`config.mk`:
```
export PLATFORM = sky130hd
export DESIGN_NAME = multdiv_scheduler
export DESIGN_NICKNAME = d
export VERILOG_FILES = /design/src/rtl/md_sched_pkg.sv /design/src/rtl/md_wport_arb.sv /design/src/rtl/multdiv_scheduler.sv
export SDC_FILE = /design/constraint.sdc
export NUM_CORES = 1
export LEC_CHECK = 0
export BUFFER_PORTS_ARGS = -buffer_cell sky130_fd_sc_hd__buf_2
export CORE_MARGIN = 2
export CORE_UTILIZATION = 45
export DETAILED_ROUTE_END_ITERATION = 10
export GPL_TIMING_DRIVEN = 0
export PLACE_DENSITY = 0.8
export SLEW_MARGIN = 20
export SYNTH_ARGS = -nofsm -noshare
export SYNTH_HDL_FRONTEND = slang
export SYNTH_SLANG_ARGS = --single-unit
```
`constraint.sdc`:
```
create_clock -name clock -period 1.84 [get_ports clock]
set_input_delay 0.092 -clock clock [delete_from_list [all_inputs] [get_ports clock]]
set_output_delay 0.092 -clock clock [all_outputs]
set_load 0.02 [all_outputs]
```
`src/rtl/md_sched_pkg.sv`:
```
// ---------------------------------------------------------------------------
// md_sched_pkg
// Shared definitions for the mult/div scheduler:
//   - md_state_e : scheduler FSM encoding (IDLE=0, START=1, BUSY=2, DONE=3)
//   - RSTATUS    : register that receives mult/div exception codes
//   - MULT_EXC / DIV_EXC : exception codes written to RSTATUS
//   - exc_code() : picks the exception code for an operation kind
// ---------------------------------------------------------------------------
package md_sched_pkg;

  typedef enum logic [1:0] {
    IDLE  = 2'd0,
    START = 2'd1,
    BUSY  = 2'd2,
    DONE  = 2'd3
  } md_state_e;

  localparam logic [4:0]  RSTATUS  = 5'd30;
  localparam logic [31:0] MULT_EXC = 32'd4;
  localparam logic [31:0] DIV_EXC  = 32'd5;

  function automatic logic [31:0] exc_code(input logic is_div);
    return is_div ? DIV_EXC : MULT_EXC;
  endfunction

endpackage

```
`src/rtl/md_wport_arb.sv`:
```
// ---------------------------------------------------------------------------
// md_wport_arb
// Combinational owner of the single regfile write port. The pipeline MW
// writeback always has priority; the buffered mult/div result is granted
// only in cycles where the pipeline is not writing. Writes to r0 are
// suppressed for both sources.
//
// Ports:
//   wb_valid/wb_reg/wb_data    in  : pipeline MW writeback request
//   buf_valid/buf_reg/buf_data in  : buffered mult/div result waiting to write
//   buf_grant                  out : buffer owns the port this cycle
//   write_en/write_reg/write_data out : regfile write port
// ---------------------------------------------------------------------------
module md_wport_arb (
  input  logic        wb_valid,
  input  logic [4:0]  wb_reg,
  input  logic [31:0] wb_data,
  input  logic        buf_valid,
  input  logic [4:0]  buf_reg,
  input  logic [31:0] buf_data,
  output logic        buf_grant,
  output logic        write_en,
  output logic [4:0]  write_reg,
  output logic [31:0] write_data
);

  always_comb begin
    buf_grant  = buf_valid & ~wb_valid;
    write_reg  = wb_reg;
    write_data = wb_data;
    if (buf_grant) begin
      write_reg  = buf_reg;
      write_data = buf_data;
    end
    // The grant still counts for an r0 destination, so the scheduler retires
    // the operation even though nothing reaches the regfile.
    write_en = (wb_valid | buf_grant) & (write_reg != 5'd0);
  end

endmodule

```
`src/rtl/multdiv_scheduler.sv`:
```
// ---------------------------------------------------------------------------
// multdiv_scheduler
// Sequences one outstanding mult/div operation next to the 5-stage pipeline:
// accepts an issue from execute, pulses the multdiv start, holds operands,
// stalls the front end while busy, flags RAW hazards on the pending rd and
// merges the result (or exception code into RSTATUS_REG) into the regfile
// write port without displacing pipeline writebacks.
//
// Handshake: an issue transfers on a rising edge where issue_valid=1 and
// issue_ready=1 (scheduler IDLE). issue_valid while not IDLE is ignored, so
// execute keeps holding the instruction under stall until accepted.
//
// Optional feature macro: MD_TIMEOUT_EN -- when defined, BUSY aborts after
// TIMEOUT cycles without md_resultRDY and writes the exception code.
//
// Ports:
//   clock, reset (async, active-low)
//   issue_valid/issue_is_div/issue_rd/issue_a/issue_b in, issue_ready out
//   md_ctrl_mult/md_ctrl_div out  : one-cycle start pulses
//   md_operand_a/md_operand_b out : operands held until next accepted issue
//   md_result/md_exception/md_resultRDY in : multdiv completion
//   dec_src_a/dec_src_b in, hazard/stall out
//   wb_valid/wb_reg/wb_data in    : pipeline writeback request
//   ctrl_writeEnable/ctrl_writeReg/data_writeReg out : regfile write port
//   dbg_state out                 : current FSM state
// ---------------------------------------------------------------------------
module multdiv_scheduler
  import md_sched_pkg::*;
#(
  parameter int TIMEOUT     = 40,
  parameter int RSTATUS_REG = int'(RSTATUS)
) (
  input  logic        clock,
  input  logic        reset,
  input  logic        issue_valid,
  input  logic        issue_is_div,
  input  logic [4:0]  issue_rd,
  input  logic [31:0] issue_a,
  input  logic [31:0] issue_b,
  output logic        issue_ready,
  output logic        md_ctrl_mult,
  output logic        md_ctrl_div,
  output logic [31:0] md_operand_a,
  output logic [31:0] md_operand_b,
  input  logic [31:0] md_result,
  input  logic        md_exception,
  input  logic        md_resultRDY,
  input  logic [4:0]  dec_src_a,
  input  logic [4:0]  dec_src_b,
  output logic        hazard,
  output logic        stall,
  input  logic        wb_valid,
  input  logic [4:0]  wb_reg,
  input  logic [31:0] wb_data,
  output logic        ctrl_writeEnable,
  output logic [4:0]  ctrl_writeReg,
  output logic [31:0] data_writeReg,
  output md_state_e   dbg_state
);

  localparam logic [4:0] RST_RD = 5'(RSTATUS_REG);

  md_state_e   state_q, state_d;
  logic        is_div_q, is_div_d;
  logic [4:0]  rd_q, rd_d;
  logic [31:0] op_a_q, op_a_d;
  logic [31:0] op_b_q, op_b_d;
  logic        mult_q, mult_d;
  logic        div_q, div_d;
  logic [4:0]  buf_reg_q, buf_reg_d;
  logic [31:0] buf_data_q, buf_data_d;
  logic        buf_grant;
  logic        timeout_hit;
  logic [4:0]  pend_rd;

`ifdef MD_TIMEOUT_EN
  localparam int CW = $clog2(TIMEOUT + 1);
  logic [CW-1:0] cnt_q, cnt_d;

  // cnt_q counts BUSY cycles already completed; the TIMEOUT-th BUSY cycle
  // is the last one, so DONE begins TIMEOUT+1 cycles after the start pulse.
  always_comb begin
    cnt_d = cnt_q;
    if (state_q == START) begin
      cnt_d = '0;
    end else if (state_q == BUSY) begin
      cnt_d = cnt_q + 1'b1;
    end
  end

  assign timeout_hit = (state_q == BUSY) && (cnt_q == CW'(TIMEOUT - 1));
`else
  logic [31:0] unused_timeout;
  assign unused_timeout = TIMEOUT;
  assign timeout_hit    = 1'b0;
`endif

  always_comb begin
    state_d    = state_q;
    is_div_d   = is_div_q;
    rd_d       = rd_q;
    op_a_d     = op_a_q;
    op_b_d     = op_b_q;
    buf_reg_d  = buf_reg_q;
    buf_data_d = buf_data_q;
    mult_d     = 1'b0;
    div_d      = 1'b0;
    case (state_q)
      IDLE: begin
        if (issue_valid) begin
          is_div_d = issue_is_div;
          rd_d     = issue_rd;
          op_a_d   = issue_a;
          op_b_d   = issue_b;
          // Start pulse is registered here so it is high exactly in START.
          mult_d   = ~issue_is_div;
          div_d    = issue_is_div;
          state_d  = START;
        end
      end
      START: state_d = BUSY;
      BUSY: begin
        if (md_resultRDY || timeout_hit) begin
          state_d = DONE;
          if (md_resultRDY && !md_exception) begin
            buf_reg_d  = rd_q;
            buf_data_d = md_result;
          end else begin
            buf_reg_d  = RST_RD;
            buf_data_d = exc_code(is_div_q);
          end
        end
      end
      DONE: begin
        if (buf_grant) begin
          state_d = IDLE;
        end
      end
      default: state_d = IDLE;
    endcase
  end

  always_ff @(posedge clock or negedge reset) begin
    if (!reset) begin
      state_q    <= IDLE;
      is_div_q   <= 1'b0;
      rd_q       <= '0;
      op_a_q     <= '0;
      op_b_q     <= '0;
      mult_q     <= 1'b0;
      div_q      <= 1'b0;
      buf_reg_q  <= '0;
      buf_data_q <= '0;
`ifdef MD_TIMEOUT_EN
      cnt_q      <= '0;
`endif
    end else begin
      state_q    <= state_d;
      is_div_q   <= is_div_d;
      rd_q       <= rd_d;
      op_a_q     <= op_a_d;
      op_b_q     <= op_b_d;
      mult_q     <= mult_d;
      div_q      <= div_d;
      buf_reg_q  <= buf_reg_d;
      buf_data_q <= buf_data_d;
`ifdef MD_TIMEOUT_EN
      cnt_q      <= cnt_d;
`endif
    end
  end

  md_wport_arb u_wport_arb (
    .wb_valid   (wb_valid),
    .wb_reg     (wb_reg),
    .wb_data    (wb_data),
    .buf_valid  (state_q == DONE),
    .buf_reg    (buf_reg_q),
    .buf_data   (buf_data_q),
    .buf_grant  (buf_grant),
    .write_en   (ctrl_writeEnable),
    .write_reg  (ctrl_writeReg),
    .write_data (data_writeReg)
  );

  // Once the result is buffered, the register actually about to be written
  // (rd or RSTATUS on exception) is the one decode must wait for.
  assign pend_rd = (state_q == DONE) ? buf_reg_q : rd_q;

  assign hazard       = (state_q != IDLE) && (pend_rd != 5'd0) &&
                        ((dec_src_a == pend_rd) || (dec_src_b == pend_rd));
  assign stall        = (state_q != IDLE) || hazard;
  assign issue_ready  = (state_q == IDLE);
  assign md_ctrl_mult = mult_q;
  assign md_ctrl_div  = div_q;
  assign md_operand_a = op_a_q;
  assign md_operand_b = op_b_q;
  assign dbg_state    = state_q;

endmodule

```
### After elaboration in Yosys (flattened, before gate mapping)

Cells that the tools add are included.

| word-level totals | value |
|---|---|
| register bits | 111 |
| word-level logic and storage cells | 49 |
| output and inout port bits | 109 |

| cells by class | value |
|---|---|
| mux-type cells | 14 |
| reductions and logical operators | 13 |
| equal/unequal tests | 8 |
| bitwise logic cells | 5 |

Operators by type and width:

| cell | number |
|---|---|
| $mux 32 | 2 |
| $mux 5 | 3 |
| $eq 5x5->1 | 2 |
| $reduce_bool 5->1 | 2 |
| $pmux 2 s4 | 1 |
| $mux 2 | 3 |
| $ne 2x2->1 const B | 3 |
| $mux 1 | 5 |
| $eq 2x2->1 const B | 2 |
| $reduce_and 2->1 | 2 |
| $logic_and 1x1->1 | 3 |
| $reduce_and 3->1 | 1 |
| $and 1x1->1 | 2 |
| $eq 2x1->1 const B | 1 |
| $logic_not 2->1 | 1 |
| $logic_or 1x1->1 | 2 |
| $not 1->1 | 2 |
| $reduce_bool 2->1 | 1 |
| $logic_not 1->1 | 1 |
| $or 1x1->1 | 1 |

### Longest topological paths before layout

| depth | value |
|---|---|
| depth after elaboration | 6 |
| depth in mapped cells | 7 |
| mapped depth without buffers | 6 |

### Cells and area by module

Synthesis repeated with hierarchy kept, for this count alone.

| unflattened totals | value |
|---|---|
| cells, all modules | 403 |
| area total of the unflattened synthesis | 5054.8 µm² |

Modules (own cells, without submodules):

| module | times used | cells each | sequential area each (µm²) | area an instance (µm²) |
|---|---|---|---|---|
| multdiv_scheduler | 1 | 355 | 2777.7 | 4529.3 |
| md_wport_arb | 1 | 48 | 0.0 | 525.5 |

### Worst setup path before layout

No wires, ideal clock.

| path | value |
|---|---|
| path kind | register to output |
| start | reg state_q[1] (netlist: dbg_state[1]) |
| end | out hazard |
| stages on the path, launching flop included | 8 |
| setup slack | -48 ps |
| arrival time | 1796 ps |
| path through | dfrtp_1 -> ha_1 -> buf_6 -> mux2i_2 -> xnor2_1 -> nor3_2 -> nand3_1 -> a21oi_1 |

| between the ends | value |
|---|---|
| cells in the longest elaborated chain, start to end | 5 |
| elaborated cells on any way between the ends | 9 |

RTL lines:

| element | RTL line | source |
|---|---|---|
| start: declaration | multdiv_scheduler.sv:63 | `md_state_e state_q, state_d;` |
| start signal: assignment | multdiv_scheduler.sv:158 | `state_q <= state_d;` |
| $eq 2x2->1 | multdiv_scheduler.sv:188 | `assign pend_rd = (state_q == DONE) ? buf_reg_q : rd_q;` |
| $mux 5 | multdiv_scheduler.sv:188 |  |
| $eq 5x5->1 or $reduce_bool 5->1 (tied branches) | multdiv_scheduler.sv:191, multdiv_scheduler.sv:190 |  |
| $logic_or 1x1->1 or $logic_and 1x1->1 (tied branches) | multdiv_scheduler.sv:191, multdiv_scheduler.sv:190 |  |
| $logic_and 1x1->1 (*) | multdiv_scheduler.sv:190 | `assign hazard = (state_q != IDLE) && (pend_rd != 5'd0) &&` |
| end: declaration | multdiv_scheduler.sv:50 | `output logic hazard,` |

Mark *: on every way between the ends. The rest lies on a longest branch, timed or not.

### Final worst setup path

Ends and elaborated chain as after synthesis.

==> results by group <==
Yosys
  – Mux cell area share after synthesis: 25.4%
  – Async S/R FF share, synth: 100%
  – Largest family of logic cells by synthesized area: multiplexers
  – Flops & latches, synth: 111
  – Mapped Avg Cell Area: 12.5 µm²
  – Mapped Area: 5030 µm²
  – Mapped Nets: 563
  – Adder-cell share of the synthesized area: 1.24%
  – Seq/Total Area, Yosys: 55.3%
  – Dominant synthesized flop cell: dfrtp_1
  – Synth Area in Simple Gates: 8.76%
  – Yosys cell types: 29
  – Post-synth EDFFs: 0
  – YS warnings: 0
  – Post-Syn Instances: 403
  – Post-synthesis compound-gate area fraction: 4.93%
  – Synth Area in XOR/XNOR: 1.74%

Run status
  – Outcome: finished, violations left
  – Violated checks: setup timing

Detailed routing
  – # DRC: 0
  – Post-DRT Antenna Nets: 0
  – Wire per inst: 19.3 µm
  – DRT Pass-1 Iters: 4
  – Via density: 5.11
  – Initial DRC Count: 274
  – Total Wirelength: 18.1 mm
  – Total number of vias: 4781

Global routing
  – Largest net degree at the start of global routing: 62
  – Grt met2 use: 50.7%
  – Initial antenna violation count: 3
  – Vias in the first global route: 5011
  – Total grt overflow: 0
  – First-pass GRT wire length: 25.1 mm
  – Tot GR Track Use: 27.7%
  – Met3 usage: 6.58%
  – Met1 usage: 30.6%
  – Busiest grt layer: met2

Worst setup path
  – Crit path cell chain: ha_4 -> mux2i_4 -> xnor2_1 -> nor3_1 -> nand3_1 -> a21oi_2 -> buf_6
  – R2R Path End: buf_data_q[20]
  – Crit path DAT: 2.06 ns
  – Critical Path Start: dbg_state[1]
  – R2R Setup Slk: 0.06 ns
  – Crit path max-delay cell type: dfrtp_2
  – Startpoint types: register
  – Worst Setup EP: hazard
  – CP peak stage delay: 0.47 ns
  – Crit. path cell count: 7
  – Critical path class: register to output port
  – Req. time, crit path: 1.75 ns
  – Reg2reg path depth: 7
  – Buf+Inv Stages, Crit Path: 1
  – Reg-to-Reg Start: dbg_state[0]
  – Worst path top cell family by delay: flip-flops
  – Largest fanout on the critical path: 7
  – Setup crit end kind: output port

Finish
  – Layout cells sized above 1: 54.5%
  – Finished Cell Area: 8390 µm²
  – Core Util, Final: 77.0%
  – Synthesis-to-finish area growth: 66.8%
  – Final nets: 948

Clock tree
  – Clk_lat worst skew: 0.37 ns
  – Clock tree from TritonCTS: yes
  – Num CTS Buffers: 9
  – CTS sink cnt: 111
  – Clock buffer depth: 2
  – Root Buffer: clkbuf_8
  – Worst-path clk slew: 0.10 ns
  – Max H-tree Level: 3

Timing
  – Final Critical Period: 2.15 ns
  – RSZ-0062 raised after global routing: true
  – Setup Skew: 0.0123 ns
  – Max Slew Vio Count: 0
  – Final hold slack: 0.0134 ns
  – Fmax: 0.465 GHz
  – PnR worst setup slack: -0.312 ns
  – Slew HR: 65.8%
  – Worst-margin pin slew: 0.513 ns
  – Tcrit/Tclk final: 117%
  – Final setup violation count: 37
  – Final hold violation count: 0

Worst hold path
  – Worst hold path class: primary input to register

Die
  – IO Count: 264
  – Total core area: 10900 µm²
  – Starting density of the core: 46.2%
  – DIE AREA: 12000 µm²
  – Vert. Die Dim: 110 µm
  – # rows: 38
  – Die Width: 110 µm

Power
  – Leakage dissipation: 0.00419 µW
  – Max VDD drop: 0.00104 V
  – Power Dens Cells: 1470 nW/µm²

Placement
  – Pre-CTS setup slack: -0.113 ns
  – Port Buffers: 262
  – RD Place Congestion: 0.774
  – Post-DP HPWL: 10.5 mm
  – Placed cell areas: 6550 µm²

Run
  – Max Cap Violations: 0
logic make-up after synthesis:
group | after synthesis
AO/OA/AOI/OAI | 46
XOR/XNOR | 10
adder cells (fa/ha/maj) | 5
buffers and inverters | 29
flip-flops | 111
multiplexers | 113
AND/OR/NAND/NOR | 89
Yosys cell counts (2+ instances only):
cell | number | share of area [%]
xnor2_1 | 6 | 1.0
buf_2 | 10 | 1.0
nand3_1 | 2 | 0.20
inv_1 | 5 | 0.37
ha_1 | 5 | 1.2
dfrtp_1 | 111 | 55
mux2_2 | 105 | 24
nand2b_1 | 31 | 3.9
nor3_1 | 3 | 0.30
clkbuf_1 | 12 | 0.90
o21ai_0 | 38 | 3.8
mux2i_2 | 2 | 0.55
xor2_1 | 4 | 0.70
mux2i_1 | 5 | 1.0
nand2_1 | 40 | 3.0
nor2_1 | 9 | 0.67
buf_6 | 2 | 0.45
a21oi_1 | 2 | 0.20
power breakdown:
| group | leakage [µW] | internal (µW) | switching, µW | total [µW] |
|---|---|---|---|---|
| clock | 0.000106 | 650 | 884 | 1530 |
| sequential | 0.00135 | 3600 | 843 | 4450 |
| combinational | 0.00273 | 3000 | 3320 | 6320 |
state kept, by name (all words and copies together), names as in the netlist:
| signal | count |
|---|---|
| buf_data_q | 32 |
| md_operand_a | 32 |
| md_operand_b | 32 |
| buf_reg_q | 5 |
| rd_q | 5 |
| dbg_state | 2 |
| is_div_q | 1 |
| md_ctrl_div | 1 |
| md_ctrl_mult | 1 |
worst min path at each step:
stage                   from        endpoint  slack [ns]  cells past startpoint
2_1_floorplan          reset   buf_data_q[0]       -0.20                      0
3_3_place_gp    issue_is_div    md_ctrl_mult        0.28                      2
3_5_place_dp           reset  buf_data_q[26]        0.07                      1
4_1_cts         md_result[0]   buf_data_q[0]       0.003                      3
5_1_grt        md_result[24]  buf_data_q[24]        0.01                      3
6_report        md_result[0]   buf_data_q[0]        0.01                      3
area by class of cell:
type | count | area (µm²)
Clock buffer | 9 | 124
Inverter | 5 | 18.8
Sequential cell | 111 | 2780
Fill cell | 624 | 2500
Multi-Input combinational cell | 263 | 2330
Tap cell | 140 | 175
Timing Repair Buffer | 376 | 2710
Buffer | 22 | 161
Clock inverter | 7 | 81.3
Antenna cell | 3 | 7.51
cell usage in the layout, fill, tap and decap left out, types with 4 or more instances in the layout:
| master | instances |
|---|---|
| mux2_2 | 75 |
| xnor2_1 | 6 |
| nor2_1 | 9 |
| nand2b_1 | 31 |
| buf_6 | 41 |
| inv_1 | 5 |
| mux2i_1 | 4 |
| o21ai_0 | 33 |
| clkbuf_1 | 5 |
| nand2_1 | 39 |
| dlygate4sd3_1 | 98 |
| buf_8 | 6 |
| dfrtp_1 | 109 |
| clkbuf_8 | 9 |
| o21ai_1 | 5 |
| xor2_1 | 4 |
| buf_2 | 231 |
| mux2_4 | 31 |
| buf_4 | 14 |
worst register-to-register path, stage by stage, from the launching register on:
cell,delay (ns)
dfrtp_2,0.47
buf_4,0.16
inv_1,0.13
ha_1,0.21
nand2_1,0.07
buf_2,0.18
buf_2,0.20
o21ai_0,0.25
metal layers:
| metal | wire, µm | share of wire [%] | vias up |
|---|---|---|---|
| li1 | - | - | 2150 |
| met1 | 6610 | 37 | 2349 |
| met2 | 9490 | 53 | 229 |
| met3 | 1360 | 7.5 | 53 |
| met4 | 612 | 3.4 | 0 |
| met5 | 0 | 0 | - |
repair_timing:
action                                  in CTS  in global routing
gates cloned                                 3                  1
hold endpoints to repair                   147                  0
buffers inserted                             8                  6
endpoints found under the setup margin     143                146
hold buffers                                98                  0
pin swaps                                    4                  1
gates resized for setup                    101                 74
through the flow:
stage	total power [µW]	cells	setup TNS, ns
finish	12300	936	-5.88
global route	12900	936	-8.32
CTS	11900	930	-6.32
detailed placement	9520	806	-4.93
global placement	9290	805	-59.32
floorplan	7690	403	0
Power figures use the tool's default switching activity.
